$ cat config.mk
export PLATFORM = sky130hd
export DESIGN_NAME = serial_frame_receiver
export DESIGN_NICKNAME = d
export VERILOG_FILES = /design/src/rtl/serial_frame_receiver_pkg.sv /design/src/rtl/serial_frame_receiver_timeout.sv /design/src/rtl/serial_frame_receiver.sv
export SDC_FILE = /design/constraint.sdc
export NUM_CORES = 1
export LEC_CHECK = 0
export ABC_CLOCK_PERIOD_IN_PS = 5200
export BUFFER_PORTS_ARGS = -buffer_cell sky130_fd_sc_hd__clkbuf_2
export CAP_MARGIN = 30
export CORE_MARGIN = 4
export CORE_UTILIZATION = 30
export CTS_BUF_LIST = sky130_fd_sc_hd__clkbuf_4 sky130_fd_sc_hd__clkbuf_8
export CTS_CLUSTER_DIAMETER = 50
export DETAILED_ROUTE_END_ITERATION = 12
export HOLD_SLACK_MARGIN = 0.02
export REMOVE_ABC_BUFFERS = 1
export SETUP_SLACK_MARGIN = 0.2
export SYNTH_ARGS = -nofsm -noshare
export SYNTH_HDL_FRONTEND = slang
export SYNTH_SLANG_ARGS = --single-unit
$ cat constraint.sdc
create_clock -name clk -period 5.2 [get_ports clk]
set_input_delay 0.26 -clock clk [delete_from_list [all_inputs] [get_ports clk]]
set_output_delay 0.26 -clock clk [all_outputs]
set_load 0.1 [all_outputs]
$ cat src/rtl/serial_frame_receiver_pkg.sv
// Shared constants for the serial frame receiver: state encoding, frame bit levels, data width.
// Optional parity support is selected with the SERIAL_RX_PARITY_EN macro in the top module.
package serial_frame_receiver_pkg;

  localparam int DATA_W = 8;
  localparam int IDX_W  = $clog2(DATA_W);

  localparam logic START_BIT = 1'b1;
  localparam logic STOP_BIT  = 1'b0;

  typedef enum logic [1:0] {
    ST_IDLE   = 2'd0,
    ST_DATA   = 2'd1,
    ST_PARITY = 2'd2,
    ST_STOP   = 2'd3
  } rx_state_t;

endpackage

$ cat src/rtl/serial_frame_receiver_timeout.sv
// rx_timeout_counter: counts idle cycles between strobes while enabled and pulses
// expired on the cycle the count reaches TIMEOUT_CYCLES. TIMEOUT_CYCLES=0 disables it.
module rx_timeout_counter #(
  parameter int TIMEOUT_CYCLES = 1000000
) (
  input  logic clk,
  input  logic rst_n,
  input  logic clear,
  input  logic enable,
  output logic expired
);

  localparam int              CNT_W = (TIMEOUT_CYCLES > 1) ? $clog2(TIMEOUT_CYCLES) : 1;
  localparam logic [CNT_W-1:0] LAST  = CNT_W'(TIMEOUT_CYCLES - 1);
  localparam logic             TO_ON = (TIMEOUT_CYCLES != 0);

  logic [CNT_W-1:0] cnt;

  // A strobe in the same cycle always wins over expiry.
  assign expired = TO_ON && enable && !clear && (cnt == LAST);

  always_ff @(posedge clk or negedge rst_n) begin
    if (!rst_n) begin
      cnt <= '0;
    end else if (clear || !enable || expired) begin
      cnt <= '0;
    end else begin
      cnt <= cnt + 1'b1;
    end
  end

endmodule

$ cat src/rtl/serial_frame_receiver.sv
// Strobe-driven serial frame receiver: start(1), 8 data bits LSB first, optional even
// parity (SERIAL_RX_PARITY_EN), stop(0). Sticky frame/parity errors, idle timeout abort.
module serial_frame_receiver
  import serial_frame_receiver_pkg::*;
#(
  parameter int TIMEOUT_CYCLES = 1000000
) (
  input  logic              clk,
  input  logic              btn_reset,
  input  logic              bit_in,
  input  logic              bit_strobe,
  input  logic              clear_err,
  output logic [DATA_W-1:0] rx_data,
  output logic              rx_valid,
  output logic [DATA_W-1:0] rx_count,
  output logic              frame_err,
  output logic              parity_err,
  output logic              busy
);

  rx_state_t         state;
  logic [IDX_W-1:0]  idx;
  logic [DATA_W-1:0] shift_reg;
  logic              timeout_hit;
  logic              par_bad;

`ifdef SERIAL_RX_PARITY_EN
  logic parity_err_q;
  assign parity_err = parity_err_q;
`else
  assign par_bad    = 1'b0;
  assign parity_err = 1'b0;
`endif

  assign busy = (state != ST_IDLE);

  rx_timeout_counter #(
    .TIMEOUT_CYCLES (TIMEOUT_CYCLES)
  ) u_timeout (
    .clk     (clk),
    .rst_n   (btn_reset),
    .clear   (bit_strobe),
    .enable  (busy),
    .expired (timeout_hit)
  );

  always_ff @(posedge clk or negedge btn_reset) begin
    if (!btn_reset) begin
      state     <= ST_IDLE;
      idx       <= '0;
      shift_reg <= '0;
      rx_data   <= '0;
      rx_valid  <= 1'b0;
      rx_count  <= '0;
      frame_err <= 1'b0;
`ifdef SERIAL_RX_PARITY_EN
      par_bad      <= 1'b0;
      parity_err_q <= 1'b0;
`endif
    end else begin
      rx_valid <= 1'b0;
      // Clear first so that an error raised later in this same cycle wins.
      if (clear_err) begin
        frame_err <= 1'b0;
`ifdef SERIAL_RX_PARITY_EN
        parity_err_q <= 1'b0;
`endif
      end
      if (timeout_hit) begin
        state     <= ST_IDLE;
        idx       <= '0;
        frame_err <= 1'b1;
      end else if (bit_strobe) begin
        case (state)
          ST_IDLE: begin
            if (bit_in == START_BIT) begin
              state <= ST_DATA;
              idx   <= '0;
`ifdef SERIAL_RX_PARITY_EN
              par_bad <= 1'b0;
`endif
            end
          end
          ST_DATA: begin
            shift_reg[idx] <= bit_in;
            idx            <= idx + 1'b1;
            if (idx == IDX_W'(DATA_W - 1)) begin
`ifdef SERIAL_RX_PARITY_EN
              state <= ST_PARITY;
`else
              state <= ST_STOP;
`endif
            end
          end
`ifdef SERIAL_RX_PARITY_EN
          ST_PARITY: begin
            par_bad <= (^shift_reg) ^ bit_in;
            if ((^shift_reg) ^ bit_in) begin
              parity_err_q <= 1'b1;
            end
            state <= ST_STOP;
          end
`endif
          ST_STOP: begin
            // A parity failure discards the byte whatever the stop level.
            if (!par_bad) begin
              if (bit_in == STOP_BIT) begin
                rx_data  <= shift_reg;
                rx_valid <= 1'b1;
                rx_count <= rx_count + 1'b1;
              end else begin
                frame_err <= 1'b1;
              end
            end
            state <= ST_IDLE;
            idx   <= '0;
          end
          default: begin
            state <= ST_IDLE;
            idx   <= '0;
          end
        endcase
      end
    end
  end

endmodule
# Yosys cells after proc, flatten, opt, wreduce, memory -nomap -nowiden
# Index checks and enable logic that the tools add are counted.
# classes
addsub,3
multipliers,0
n_div,0
n_lt_le_gt_ge,2
n_eq_ne,6
shift,0
n_mux,22
bitwise,2
reduce_logical,14
# ops
op,n
$add 20x1->20 const B,1
$eq 20x20->1 const B,1
$mux 20,1
$mux 1,10
$mux 3,3
$add 8x1->8 const B,1
$bwmux 8,1
$mux 2,4
$ne 3x2->1 const B,2
$pmux 3 s2,1
$reduce_and 3->1,2
$lt 3x4->1 const B,1
$pmux 2 s2,1
$reduce_and 4->1,1
$reduce_bool 2->1,2
$add 3x1->3 const B,1
$demux 1 s3,1
$eq 3x3->1 const B,1
$ge 3x1->1 const B,1
$logic_and 1x1->1,3
$eq 2x1->1 const B,1
$eq 2x2->1 const B,1
$logic_not 1->1,2
$logic_not 2->1,1
3 further kinds,5
# totals
regBits,51
latch_bits,0
ram_bits,0
rom_bits,0
inputBits,5
out_inout_bits,20
word_cells,57
memories,0

# Depth between registers and ports, before layout
# logic_depth
depth_word,5
depth_mapped,6
mapped_depth_nobuf,5

# By module
# From an unflattened synthesis, not the netlist that was laid out.
# unflattened
cells_unflattened,218
area_unflattened_um2,2474.9
# modules_own_cells
mod,instances,cells_each,area_each_um2,seq_area_each_um2
serial_frame_receiver,1,109,1447.6,775.7
rx_timeout_counter,1,109,1027.2,500.5

# Least setup slack after synthesis
# OpenSTA, ideal clock, no wires.
# synth_timing
path_kind,register -> register
startpoint,reg u_timeout.cnt[0]
endpoint,reg u_timeout.cnt[12]
setup_ps,119
arrival_time_ps,1728
required_time_ps,5081
slack_ps,3353
stages_incl_launch_ff,7
path_buffers,1
period_less_slack_ps,1847
path_cell_list,dfrtp_1 ha_1 nand3_2 or4_4 o211ai_4 buf_8 nor2_1
# synth_between
elab_chain_len,4
elab_cells_between_ends,5
classes_between,add/sub: 1; eq/ne: 1; mux: 1; reduce/logical: 2
# synth_rtl
element,line,rtl
from (decl),serial_frame_receiver_timeout.sv:17,logic [CNT_W-1:0] cnt;
from (signal assigned),serial_frame_receiver_timeout.sv:28,cnt <= cnt + 1'b1;
"parallel branches: the longest is 3 deep, another holds $add 20x1->20",-,
$mux 20 *,serial_frame_receiver_timeout.sv:25,end else if (clear || !enable || expired) begin
# Every way passes the cells marked *.
# A chain may end at the register's enable or synchronous reset.

# Final worst setup path
# layout_timing
startpoint,reg u_timeout.cnt[0]
endpoint,reg u_timeout.cnt[2]
# Same word-level chain as after synthesis.

==> flow_summary.ini <==
[clock_network]
clock-root-buffer = clkbuf_8
clock_path_buffers = 2
clk-insertion-delay-late_ps = 310
cts_resized = 0
clk_pin_slew_ps = 100
cts.sinks = 51
cts_setup_buffers = 0
cts_hold_buffers = 0
numCtsBuffers = 5
cts_tree = built
h-tree-depth = 2

[power]
combPwrFrac = 0.198
power_mw = 1.04
power.share.clock = 0.326
leakage_nw = 1.25
vdd_ir_drop_max_mv = 0.133
power_density_nw_per_um2 = 379
seq_power_share = 0.476
swShare = 0.323
switching_power_mw = 0.335
internal_power_mw = 0.700

[floorplanning]
core-area_um2 = 7730
boundaryPins = 25
rows = 32
dieArea_um2 = 9470
die_height_um = 97.3
die_width_um = 97.3
start_util = 0.310

[yosys]
yosysUniqueCellTypes = 43
synthFlopType = dfrtp_1
syn_inst = 234
synth_largest_area_cell = dfrtp_1
synth_fa_ha_area_frac = 0.0209
synth_common_cells = dfrtp_1, nand2_1, nor2_1
synth_area_um2 = 2390
avgSynthCellArea_um2 = 10.2
yosysWarnings = 0
yosysSeqAreaShare = 0.533
yosysMostFrequentCell = dfrtp_1
synth_top_family_by_area = simple AND/OR/NAND/NOR gates
ys_top_cells_by_area = dfrtp_1, nand2_1, xnor2_1
synth_xor_area_frac = 0.0659
ys_seq_elements = 51
synth_edf_count = 0
yosys-mux-area-fraction = 0.0376
synthArstFlopShare = 1.00
synthSimpleGateAreaFrac = 0.238
synth_compound_area_frac = 0.0685
synth_top_area_frac = 0.533

[global_route]
grt_pass1_vias = 1725
grt_max_degree = 52
antenna_found_initial = 0
grt_first_pass_wirelength_mm = 8.29
overflow = 0
grt_util_all_layers = 0.106

[worst_hold_path]
hp-class = input port to asynchronous set/reset pin

[final_layout]
n_antenna_cell = 0
drive_gt1_frac = 0.184
num-nets-final = 264
area_delta_synth_final_pct = 14.0
regMostFlops = u_timeout.cnt
design_area_um2 = 2730
largest_reg_flops = 20
utilization = 0.353
fin_cells = 358

[setup_path]
timing.rr.start = u_timeout.cnt[0]
cp-startpoint = u_timeout.cnt[0]
end_kind = flip-flop
critPathKind = flip-flop to flip-flop
cp.arrival_ps = 2270
ff2ff_path_depth = 5
required_ps = 5380
worstSetupStartpointType = flip-flop
path_max_fanout = 19

[routing]
drc = 0
drt_wl_total_mm = 4.65
wire_per_inst_um = 13.0
drtIter0Drc = 50
dr_wl_met2_mm = 2.09
ant_nets = 0
routed_via_density = 4.90
drt-met1-wl_mm = 2.26
dr.pass1.iters = 4
wl_met3_um = 227
top_layer_used = met4
vias = 1753

[timing]
post-route-period-util = 0.402
finClkSkew_ps = 11.6
tightest_slew_ps = 651
hold_violations = 0
setup_violations = 0
drv_slew = 0
setup_ws_ps = 3110
fin_crit_ps = 2090
relSlewSlack = 0.566
finalSetupTns_ps = 0
whs_ps = 41.4
fmax_ghz = 0.478
rsz0062_at_grt = no

[outcome]
status = finished, final reports clean

[run]
maxCapViolCount = 0

[placed_design]
dp_cells = 350
dp_slack_ps = 3070
post_dp_cell_area_um2 = 2590
gp_congestion = 0.742
io_buffers = 23
place_hpwl_mm = 3.19
layout make-up:
class                      count  area, um^2
timing repair buffer          24         123
multi-input combinational    166        1040
fill                         819        5000
tap                          102         128
clock buffer                   5        68.8
inverter                       7        26.3
sequential                    51        1280
clock inverter                 3        71.3
path summary, 6_finish.rpt:
path                                      to  slack (ps)
max in group asynchronous  u_timeout.cnt[18]        4710
max reg2reg                 u_timeout.cnt[2]        3110
min in group clk                   frame_err         180
max                         u_timeout.cnt[2]        3110
min reg2reg                       rx_data[6]         470
min                               rx_data[0]          40
power groups by stage:
stage                     registers, mW  clock network (mW)  logic [mW]
final                             0.493               0.338       0.205
after CTS                         0.493               0.350       0.209
after global routing              0.503               0.365       0.223
after global placement            0.498                   0       0.204
after detailed placement          0.502                   0       0.208
after floorplan                   0.567                   0      0.0909
layout by cell type, fill, tap and decap left out, drive strengths merged, types with 2 or more instances in the layout:
cell    netlist  layout
a21oi         9       9
a22oi         2       2
and3          4       4
and4          2       2
bufinv        0       2
clkbuf        7      28
dfrtp        51      51
ha            4       4
inv           7       8
mux2          8       8
nand2        38      38
nand3        13      13
nand3b        3       3
nand4         8       8
nor2         19      19
nor3          4       4
nor3b         2       2
nor4          3       3
o21ai         7       7
o31ai         3       3
or3           4       4
or4           4       4
xnor2        12      12
xor2          6       6
layer usage:
layer  vias up  track usage
met3         8       0.0287
met1       859        0.145
met5         -            0
met2        32        0.163
met4         0       0.0351
li1        854            -
cell families (layout without fill, tap and decap cells):
group / count (synthesis) / in the layout
xor+xnor: 18 / 18
simple gates: 110 / 110
mux: 8 / 8
other cells: 1 / 1
fa+ha+maj: 4 / 4
flops: 51 / 51
compound gates: 25 / 25
buf+inv: 17 / 39
critical path, stage by stage, from the launching register on:
cell and delay (ps):
dfrtp_1 400, ha_1 230, nand3_2 120, or4_4 570
o211ai_4 510, nor2_1 110
(Power assumes the default switching activity.)
